--- src/rtl/park_pkg.sv ---
// Shared types and helpers for the parking-lot occupancy manager.
package park_pkg;

   typedef enum logic {
      S_RUN,
      S_RECOUNT
   } park_state_e;

   localparam int unsigned STAT_W    = 16;
   localparam int unsigned POP_MAX_W = 256;

   // Operand is zero-padded to the largest supported lot size.
   function automatic int unsigned popcount(input logic [POP_MAX_W-1:0] v);
      int unsigned n;
      n = 0;
      for (int unsigned i = 0; i < POP_MAX_W; i++) begin
         if (v[i]) n++;
      end
      return n;
   endfunction

endpackage

--- src/rtl/park_free_finder.sv ---
// Combinational lowest-index free-bay search over the occupancy vector.
module park_free_finder #(
   parameter int unsigned NUM_SLOTS = 8,
   parameter int unsigned TOKEN_W   = $clog2(NUM_SLOTS)
) (
   input  logic [NUM_SLOTS-1:0] occ_i,
   output logic [TOKEN_W-1:0]   idx_o,
   output logic                 any_free_o
);

   always_comb begin
      idx_o      = '0;
      any_free_o = 1'b0;
      for (int unsigned i = 0; i < NUM_SLOTS; i++) begin
         if (!occ_i[i] && !any_free_o) begin
            idx_o      = TOKEN_W'(i);
            any_free_o = 1'b1;
         end
      end
   end

endmodule

--- src/rtl/park_slot_manager.sv ---
// Registered parking-bay occupancy manager: entry allocation, exit release, preload/recount.
// Optional pulse statistics counters enabled by defining PARK_STATS_EN.
module park_slot_manager
   import park_pkg::*;
#(
   parameter int unsigned NUM_SLOTS = 8,
   parameter int unsigned TOKEN_W   = $clog2(NUM_SLOTS),
   parameter int unsigned CNT_W     = $clog2(NUM_SLOTS + 1)
) (
   input  logic                 clk,
   input  logic                 rst_n,
   input  logic                 cfg_load,
   input  logic [NUM_SLOTS-1:0] cfg_pattern,
   input  logic                 entry_req,
   input  logic                 exit_req,
   input  logic [TOKEN_W-1:0]   exit_token,
   output logic                 entry_ack,
   output logic                 entry_rej,
   output logic [TOKEN_W-1:0]   entry_token,
   output logic                 exit_ack,
   output logic                 exit_err,
   output logic [NUM_SLOTS-1:0] park_location,
   output logic [CNT_W-1:0]     free_count,
   output logic                 full,
   output logic                 busy
`ifdef PARK_STATS_EN
   ,
   output logic [STAT_W-1:0]    stat_entries,
   output logic [STAT_W-1:0]    stat_rejects,
   output logic [STAT_W-1:0]    stat_errors
`endif
);

   park_state_e            state_q, state_d;
   logic [NUM_SLOTS-1:0]   park_q, park_d;
   logic [CNT_W-1:0]       free_q, free_d;
   logic                   full_q, full_d;
   logic                   busy_q, busy_d;
   logic                   eack_q, eack_d;
   logic                   erej_q, erej_d;
   logic                   xack_q, xack_d;
   logic                   xerr_q, xerr_d;
   logic [TOKEN_W-1:0]     etok_q, etok_d;

   logic [TOKEN_W-1:0]     free_idx;
   logic                   any_free;
   logic                   exit_ok;
   logic [POP_MAX_W-1:0]   padded;

   park_free_finder #(
      .NUM_SLOTS (NUM_SLOTS),
      .TOKEN_W   (TOKEN_W)
   ) u_finder (
      .occ_i      (park_q),
      .idx_o      (free_idx),
      .any_free_o (any_free)
   );

   always_comb begin
      padded                 = '0;
      padded[NUM_SLOTS-1:0]  = park_q;
      exit_ok                = (32'(exit_token) < NUM_SLOTS) && park_q[exit_token];
   end

   always_comb begin
      state_d = state_q;
      park_d  = park_q;
      free_d  = free_q;
      full_d  = full_q;
      busy_d  = 1'b0;
      eack_d  = 1'b0;
      erej_d  = 1'b0;
      xack_d  = 1'b0;
      xerr_d  = 1'b0;
      etok_d  = etok_q;
      case (state_q)
         S_RUN: begin
            if (cfg_load) begin
               park_d  = cfg_pattern;
               busy_d  = 1'b1;
               state_d = S_RECOUNT;
            end else begin
               // Allocation uses the pre-exit vector, so a bay vacated this cycle is never re-granted.
               if (entry_req) begin
                  if (any_free) begin
                     park_d[free_idx] = 1'b1;
                     eack_d           = 1'b1;
                     etok_d           = free_idx;
                  end else begin
                     erej_d = 1'b1;
                  end
               end
               if (exit_req) begin
                  if (exit_ok) begin
                     park_d[exit_token] = 1'b0;
                     xack_d             = 1'b1;
                  end else begin
                     xerr_d = 1'b1;
                  end
               end
               free_d = free_q + CNT_W'(xack_d) - CNT_W'(eack_d);
               full_d = (free_d == '0);
            end
         end
         S_RECOUNT: begin
            if (cfg_load) begin
               park_d = cfg_pattern;
               busy_d = 1'b1;
            end else begin
               free_d  = CNT_W'(NUM_SLOTS - popcount(padded));
               full_d  = (free_d == '0);
               state_d = S_RUN;
            end
         end
         default: state_d = S_RUN;
      endcase
   end

   always_ff @(posedge clk) begin
      if (!rst_n) begin
         state_q <= S_RUN;
         park_q  <= '0;
         free_q  <= CNT_W'(NUM_SLOTS);
         full_q  <= 1'b0;
         busy_q  <= 1'b0;
         eack_q  <= 1'b0;
         erej_q  <= 1'b0;
         xack_q  <= 1'b0;
         xerr_q  <= 1'b0;
         etok_q  <= '0;
      end else begin
         state_q <= state_d;
         park_q  <= park_d;
         free_q  <= free_d;
         full_q  <= full_d;
         busy_q  <= busy_d;
         eack_q  <= eack_d;
         erej_q  <= erej_d;
         xack_q  <= xack_d;
         xerr_q  <= xerr_d;
         etok_q  <= etok_d;
      end
   end

   assign entry_ack     = eack_q;
   assign entry_rej     = erej_q;
   assign entry_token   = etok_q;
   assign exit_ack      = xack_q;
   assign exit_err      = xerr_q;
   assign park_location = park_q;
   assign free_count    = free_q;
   assign full          = full_q;
   assign busy          = busy_q;

`ifdef PARK_STATS_EN
   logic [STAT_W-1:0] sent_q, srej_q, serr_q;

   // Counters advance on the same edge the corresponding pulse is registered.
   always_ff @(posedge clk) begin
      if (!rst_n) begin
         sent_q <= '0;
         srej_q <= '0;
         serr_q <= '0;
      end else begin
         if (eack_d && sent_q != '1) sent_q <= sent_q + 1'b1;
         if (erej_d && srej_q != '1) srej_q <= srej_q + 1'b1;
         if (xerr_d && serr_q != '1) serr_q <= serr_q + 1'b1;
      end
   end

   assign stat_entries = sent_q;
   assign stat_rejects = srej_q;
   assign stat_errors  = serr_q;
`endif

endmodule

--- config.mk ---
export PLATFORM = sky130hd
export DESIGN_NAME = park_slot_manager
export DESIGN_NICKNAME = d
export VERILOG_FILES = /design/src/rtl/park_pkg.sv /design/src/rtl/park_free_finder.sv /design/src/rtl/park_slot_manager.sv
export SDC_FILE = /design/constraint.sdc
export NUM_CORES = 1
export LEC_CHECK = 0
export ABC_AREA = 1
export ABC_CLOCK_PERIOD_IN_PS = 5500
export CORE_ASPECT_RATIO = 1.25
export CORE_UTILIZATION = 56
export CTS_CLUSTER_DIAMETER = 40
export DETAILED_ROUTE_END_ITERATION = 8
export HOLD_SLACK_MARGIN = 0.05
export PLACE_DENSITY_LB_ADDON = 0.3
export SYNTH_ARGS = -nofsm -noshare
export SYNTH_HDL_FRONTEND = slang
export SYNTH_SLANG_ARGS = --single-unit
--- constraint.sdc ---
create_clock -name clk -period 5.5 [get_ports clk]
set_input_delay 0.55 -clock clk [delete_from_list [all_inputs] [get_ports clk]]
set_output_delay 0.55 -clock clk [all_outputs]
set_load 0.05 [all_outputs]
=== After elaboration in Yosys (flattened, before gate mapping) ===
Cells that the tools add are included.

* Flip-flop bits (word level): 21
* Bits of input ports: 16
* Output and inout port bits: 21

* Reduce and logical (&&, ||, !) cells: 29
* Magnitude comparators: 4
* Add/subtract/negate cells: 10
* Bitwise logic cells: 8
* Eq/ne operators: 3
* Multiplexer cells: 71

{| class="wikitable"
|+ Operators by type and width
! kind !! number
|-
| 4-bit two-way mux || 25
|-
| 8-bit two-way mux || 8
|-
| 4-bit by 1-bit adder with 4-bit output, second input constant || 7
|-
| 1-bit two-way mux || 26
|-
| 3-bit two-way mux || 6
|-
| 8-bit one-hot mux with 2 select lines || 1
|-
| 1-bit zero test || 13
|-
| 1-bit logical AND || 9
|-
| 8-bit bitwise AND || 1
|-
| 4-bit zero test || 2
|-
| 3-bit by 4-bit less-than comparator with 1-bit output, second input constant || 2
|-
| 8-bit inverter || 1
|-
| 8-bit bitwise OR || 1
|-
| 4-bit one-hot mux with 2 select lines || 1
|-
| 4-bit OR reduction || 2
|-
| 1-bit demux with 3-bit select || 2
|-
| 3-bit by 1-bit greater-or-equal comparator with 1-bit output, second input constant || 2
|-
| 2-bit != test, second input constant || 3
|-
| 1-bit inverter || 5
|-
| 4-bit by 1-bit adder with 4-bit output || 1
|-
| 4-bit AND reduction || 1
|-
| 4-bit by 1-bit subtractor with 4-bit output || 1
|-
| 4-bit subtractor, first input constant || 1
|-
| 1-bit binary-select mux with 3-bit select || 1
|-
| 3 further kinds || 3
|}

=== Depth between registers and ports, before layout ===
* Word-level depth: 35
* Mapped depth: 30
* Gate-level depth less buffers: 30

=== By module ===
From an unflattened synthesis, not the netlist that was laid out.

* Cell total of the unflattened synthesis: 356
* Area, all modules: 2227.1 um2

{| class="wikitable"
|+ By module, submodules not included
! module !! cells each !! seq. area each (um2) !! area an instance (um2) !! instances
|-
| park_slot_manager || 334 || 420.4 || 2122.0 || 1
|-
| park_free_finder || 22 || 0.0 || 105.1 || 1
|}

=== Least setup slack after synthesis ===
OpenSTA, ideal clock, no wires.

* Kind: reg2reg
* Start: reg park_q[1] (netlist: park_location[1])
* End: reg free_q[2] (netlist: free_count[2])
* Cell stages (with the launch flop): 28
* Path buffers: 0
* Period minus slack after synthesis: 4089 ps
* Setup time: 116 ps
* Arrival: 3973 ps
* Setup slack: 1411 ps
* Cell sequence: dfxtp_1 -> inv_1 -> ha_1 -> nand2_2 -> inv_1 -> nor2_2 -> nand2_1 -> nand3_1 -> nand2_1 -> inv_1 -> ha_1 -> or2_2 -> nand2_1 -> nand2_1 -> nand3_1 -> nand2_1 -> ha_1 -> or2_2 -> nand2_1 -> nand3_1 -> nand3_1 -> nand2_1 -> inv_1 -> ha_1 -> inv_1 -> nand2_1 -> nand2_1 -> a31o_2

* Cells in the longest elaborated chain, start to end: 30

{| class="wikitable"
|+ Ends and longest elaborated chain
! what !! RTL line !! text
|-
| from (decl) || park_slot_manager.sv:35 || <nowiki>logic [NUM_SLOTS-1:0] park_q, park_d;</nowiki>
|-
| from (signal assigned) || park_slot_manager.sv:133 || <nowiki>park_q <= park_d;</nowiki>
|-
| 4-bit two-way mux || park_pkg.sv:17 || <nowiki>if (v[i]) n++;</nowiki>
|-
| 4-bit two-way mux || park_slot_manager.sv:106 || <nowiki>if (cfg_load) begin</nowiki>
|-
| 4-bit two-way mux || park_slot_manager.sv:76 || <nowiki>case (state_q)</nowiki>
|-
| 4-bit by 1-bit adder with 4-bit output || park_pkg.sv:17 ||
|-
| 4-bit two-way mux || park_pkg.sv:17 ||
|-
| 4-bit two-way mux || park_slot_manager.sv:106 ||
|-
| 4-bit two-way mux || park_slot_manager.sv:76 ||
|-
| 4-bit by 1-bit adder with 4-bit output || park_pkg.sv:17 ||
|-
| [... 14 more ...] || - ||
|-
| 4-bit two-way mux || park_slot_manager.sv:76 ||
|-
| 4-bit by 1-bit adder with 4-bit output || park_pkg.sv:17 ||
|-
| 4-bit two-way mux || park_pkg.sv:17 ||
|-
| 4-bit two-way mux || park_slot_manager.sv:106 ||
|-
| 4-bit two-way mux || park_slot_manager.sv:76 ||
|-
| 4-bit subtractor || park_slot_manager.sv:110 || <nowiki>free_d = CNT_W'(NUM_SLOTS - popcount(padded));</nowiki>
|-
| 4-bit two-way mux || park_slot_manager.sv:106 ||
|-
| 4-bit one-hot mux with 2 select lines * || park_slot_manager.sv:76 ||
|-
| to (signal assigned) || park_slot_manager.sv:123 || <nowiki>free_q <= CNT_W'(NUM_SLOTS);</nowiki>
|-
| to (signal assigned) || park_slot_manager.sv:134 || <nowiki>free_q <= free_d;</nowiki>
|-
| to (decl) || park_slot_manager.sv:36 || <nowiki>logic [CNT_W-1:0] free_q, free_d;</nowiki>
|}

Mark *: on every way between the ends. The rest lies on a longest branch, timed or not. The select of a mux whose other input is x is not followed.
A chain may end at the register's enable or synchronous reset.

=== Worst setup path in the final report ===
* Start: reg park_q[0] (netlist: park_location[0])
* End: reg full_q (netlist: full)

* Cells in the longest elaborated chain, start to end: 35

{| class="wikitable"
|+ Ends and longest elaborated chain
! what !! RTL line !! text
|-
| 1-bit two-way mux || park_pkg.sv:17 ||
|-
| 4-bit two-way mux || park_slot_manager.sv:106 ||
|-
| 4-bit two-way mux || park_slot_manager.sv:76 ||
|-
| 4-bit by 1-bit adder with 4-bit output || park_pkg.sv:17 ||
|-
| 4-bit two-way mux || park_pkg.sv:17 ||
|-
| 4-bit two-way mux || park_slot_manager.sv:106 ||
|-
| 4-bit two-way mux || park_slot_manager.sv:76 ||
|-
| 4-bit by 1-bit adder with 4-bit output || park_pkg.sv:17 ||
|-
| [... 19 more ...] || - ||
|-
| 4-bit by 1-bit adder with 4-bit output || park_pkg.sv:17 ||
|-
| 4-bit two-way mux || park_pkg.sv:17 ||
|-
| 4-bit two-way mux || park_slot_manager.sv:106 ||
|-
| 4-bit two-way mux || park_slot_manager.sv:76 ||
|-
| 4-bit subtractor || park_slot_manager.sv:110 ||
|-
| 4-bit zero test || park_slot_manager.sv:111 || <nowiki>full_d = (free_d == '0);</nowiki>
|-
| 1-bit two-way mux || park_slot_manager.sv:106 ||
|-
| 1-bit one-hot mux with 2 select lines * || park_slot_manager.sv:76 ||
|-
| to (signal assigned) || park_slot_manager.sv:135 || <nowiki>full_q <= full_d;</nowiki>
|-
| to (decl) || park_slot_manager.sv:37 || <nowiki>logic full_q, full_d;</nowiki>
|}

Marks and branches as above.

==> results.tsv <==
stage	metric	value	unit
critical_path	cp-endpoint	full	
clock_tree	htree_levels	1	
power	power.density	223	nW/um^2
clock_tree	ctsRootBufferMaster	clkbuf_8	
critical_path	r2r-start	park_location[0]	
run	max-cap-violations	0	
critical_path	slowest_stage	dfxtp_1	
critical_path	end_kind	flop	
final_layout	antenna_cells	0	
floorplan	start_util	0.600	
timing	relSlewSlack	0.398	
timing	rsz0062_at_grt	false	
timing	setup_tns	0	ns
clock_tree	numCtsBuffers	3	
drt	route.detailed.drc	0	
drt	via_per_inst	5.60	
power	ir_drop	0.178	mV
drt	route.vias.total	2367	
place	place_congestion	0.906	
timing	maxSlewViolCount	0	
synthesis	ys_seq_elements	21	
timing	period_needed	4.00	ns
grt	grt_pass1_vias	2170	
clock_tree	cts_setup_buffers	0	
synthesis	netlist.top_cell.by_area	dfxtp_1	
critical_path	cp_max_fo	7	
power	p_leak	1.19	nW
clock_tree	clk_pin_slew_worst_paths	0.08	ns
timing	finalCritPeriodShare	0.727	
grt	grt_first_pass_wirelength	9340	um
synthesis	synth_cell_types	33	
grt	track_usage	0.282	
final_layout	drive_above_1_share	0.0911	
drt	drtIter0Drc	124	
timing	hold_violations	0	
synthesis	synth-seq-area-share	0.196	
critical_path	critical_path_arrival	4.19	ns
timing	setup_viol	0	
synthesis	synth_edf_count	0	
floorplan	fp.dieW	57.4	um
grt	grt_max_degree	16	
critical_path	timing.rr.end	full	
drt	postRouteAntennaNets	0	
floorplan	fp.dieH	71.2	um
critical_path	critPathKind	flop to flop	
synthesis	synth_area	2140	um^2
floorplan	top_level_ports	37	
critical_path	crit_path_max_incr_delay	0.45	ns
hold_path	hold_path.class	flop to flop	
clock_tree	ctsHoldBuffers	0	
floorplan	num_rows	24	
power	power	0.568	mW
hold_path	min_path_cells	2	
timing	worst_slew_pin_slew	0.900	ns
final_layout	finalNonFillerCells	423	
clock_tree	clk_latency	0.26	ns
run_status	outcome	complete, no violations	
synthesis	synthFlopType	dfxtp_1	
drt	first_pass_iters	6	
synthesis	netlist_instances	355	
final_layout	fin_util	0.713	
synthesis	synth_area_per_cell	6.04	um^2
clock_tree	clk_path_buf_depth	2	
synthesis	yosysWarnings	0	
clock_tree	clock_sinks	21	
grt	antenna_found_initial	0	
timing	skew	0.00486	ns
critical_path	crit_top_cell	nand2_1	
drt	wl	5440	um
final_layout	areaGrowthSynthToFinish	18.8	%
place	place.port_buffers	36	
place	dp_hpwl	4250	um
critical_path	required	5.70	ns
place	dp.cells	419	
critical_path	start_kind	flop	
drt	wl_per_cell	12.9	um
synthesis	async_flop_share	0	
critical_path	crit_start	park_location[0]	
floorplan	coreArea	3570	um^2
floorplan	dieArea	4080	um^2
synthesis	synthTopCellsByArea	dfxtp_1, nand2_1, nand3_1	
timing	max_freq	0.250	GHz
critical_path	ff2ff_path_depth	29	
critical_path	ff2ff_setup_slack	1.50	ns
grt	overflow	0	
synthesis	synth_top_area_share	0.196	
final_layout	final_nets	417	
synthesis	syn_nets	387	
clock_tree	post_cts_resized	0	
clock_tree	cts_tree	built	
## layer usage
| metal | up-vias | track usage | share of wire |
|---|---|---|---|
| met5 | - | 0 | 0 |
| met4 | 0 | 0.0759 | 0.017 |
| met3 | 16 | 0.0128 | 0.044 |
| met2 | 81 | 0.506 | 0.49 |
| met1 | 1042 | 0.361 | 0.45 |
| li1 | 1228 | - | - |
## worst min path at each step
stage,startpoint,to,slack (ns)
global route,entry_token[0],entry_token[0],0.51
finish,entry_token[0],entry_token[0],0.50
CTS,entry_token[0],entry_token[0],0.49
detailed placement,entry_token[0],entry_token[0],0.48
global placement,entry_token[0],entry_token[0],0.46
floorplan,cfg_load,busy,0.66
## critical path: cells and delay by family, from the launching register on
kind | cells | cell delay, ns
compound gates | 1 | 0.10
fa+ha+maj | 4 | 1.14
buf+inv | 5 | 0.39
flops | 1 | 0.45
simple gates | 19 | 1.86
## through the flow
step                      instance area, um^2  worst slack [ns]  hold WS [ns]
after floorplan                          2140              1.41         0.661
after global placement                   2500              1.63         0.461
after detailed placement                 2500              1.52         0.478
after CTS                                2550              1.50         0.494
after global routing                     2550              1.08         0.510
final                                    2550              1.50         0.496
## kinds of logic after synthesis
family,Yosys count,synth area share
and+or+nand+nor,201,0.426
buffers and inverters,58,0.106
AOI/OAI and AO/OA,55,0.155
DFF,21,0.196
adders and majority gates,16,0.0968
xor gates and xnor gates,4,0.0198
## cell usage after synthesis, types with 2 or more instances
master,count
inv_1,41
o21ai_1,3
nand3_2,5
nand2_4,2
xnor2_1,2
a22oi_1,2
ha_1,15
nor3_1,3
nor2_1,17
dfxtp_1,21
o211ai_1,8
a31oi_1,10
or2_2,4
a21oi_1,6
buf_4,2
o22ai_1,4
buf_2,2
nor2_2,3
nand3_1,51
o21ai_0,18
nand4_1,2
inv_2,5
clkbuf_1,7
nand2_2,9
nand2_1,105
## placed cells by master (no fill, tap or decap), types with 2 or more instances in the layout
| master | count |
|---|---|
| nand2_1 | 105 |
| nand3_1 | 51 |
| inv_1 | 41 |
| clkdlybuf4s50_1 | 36 |
| dfxtp_1 | 21 |
| o21ai_0 | 18 |
| nor2_1 | 17 |
| ha_1 | 15 |
| a31oi_1 | 10 |
| nand2_2 | 9 |
| o211ai_1 | 8 |
| a21oi_1 | 6 |
| inv_2 | 5 |
| nand3_2 | 5 |
| or2_2 | 4 |
| o22ai_1 | 4 |
| nor2_2 | 3 |
| nor3_1 | 3 |
| o21ai_1 | 3 |
| clkbuf_8 | 3 |
| nand2_4 | 2 |
| nand4_1 | 2 |
| xnor2_1 | 2 |
| a22oi_1 | 2 |
## area by class of cell
class | count | area [um^2]
inverter | 47 | 176
clock inverter | 1 | 5.00
clock buffer | 3 | 41.3
timing repair buffer | 36 | 360
tap | 39 | 48.8
fill | 324 | 1020
multi-input combinational | 276 | 1500
sequential | 21 | 420
## state kept, by name, indices dropped and copies added, names as in the netlist
signal / count
exit_err: 1
park_location: 8
free_count: 4
entry_rej: 1
entry_ack: 1
full: 1
busy: 1
entry_token: 3
exit_ack: 1
## report_power, final
part / total, mW / switching (mW) / internal [mW]
registers: 0.180 / 0.0168 / 0.164
clock network: 0.102 / 0.0519 / 0.0504
logic: 0.286 / 0.181 / 0.104
total: 0.568 / 0.250 / 0.318
Power figures use the tool's default switching activity.
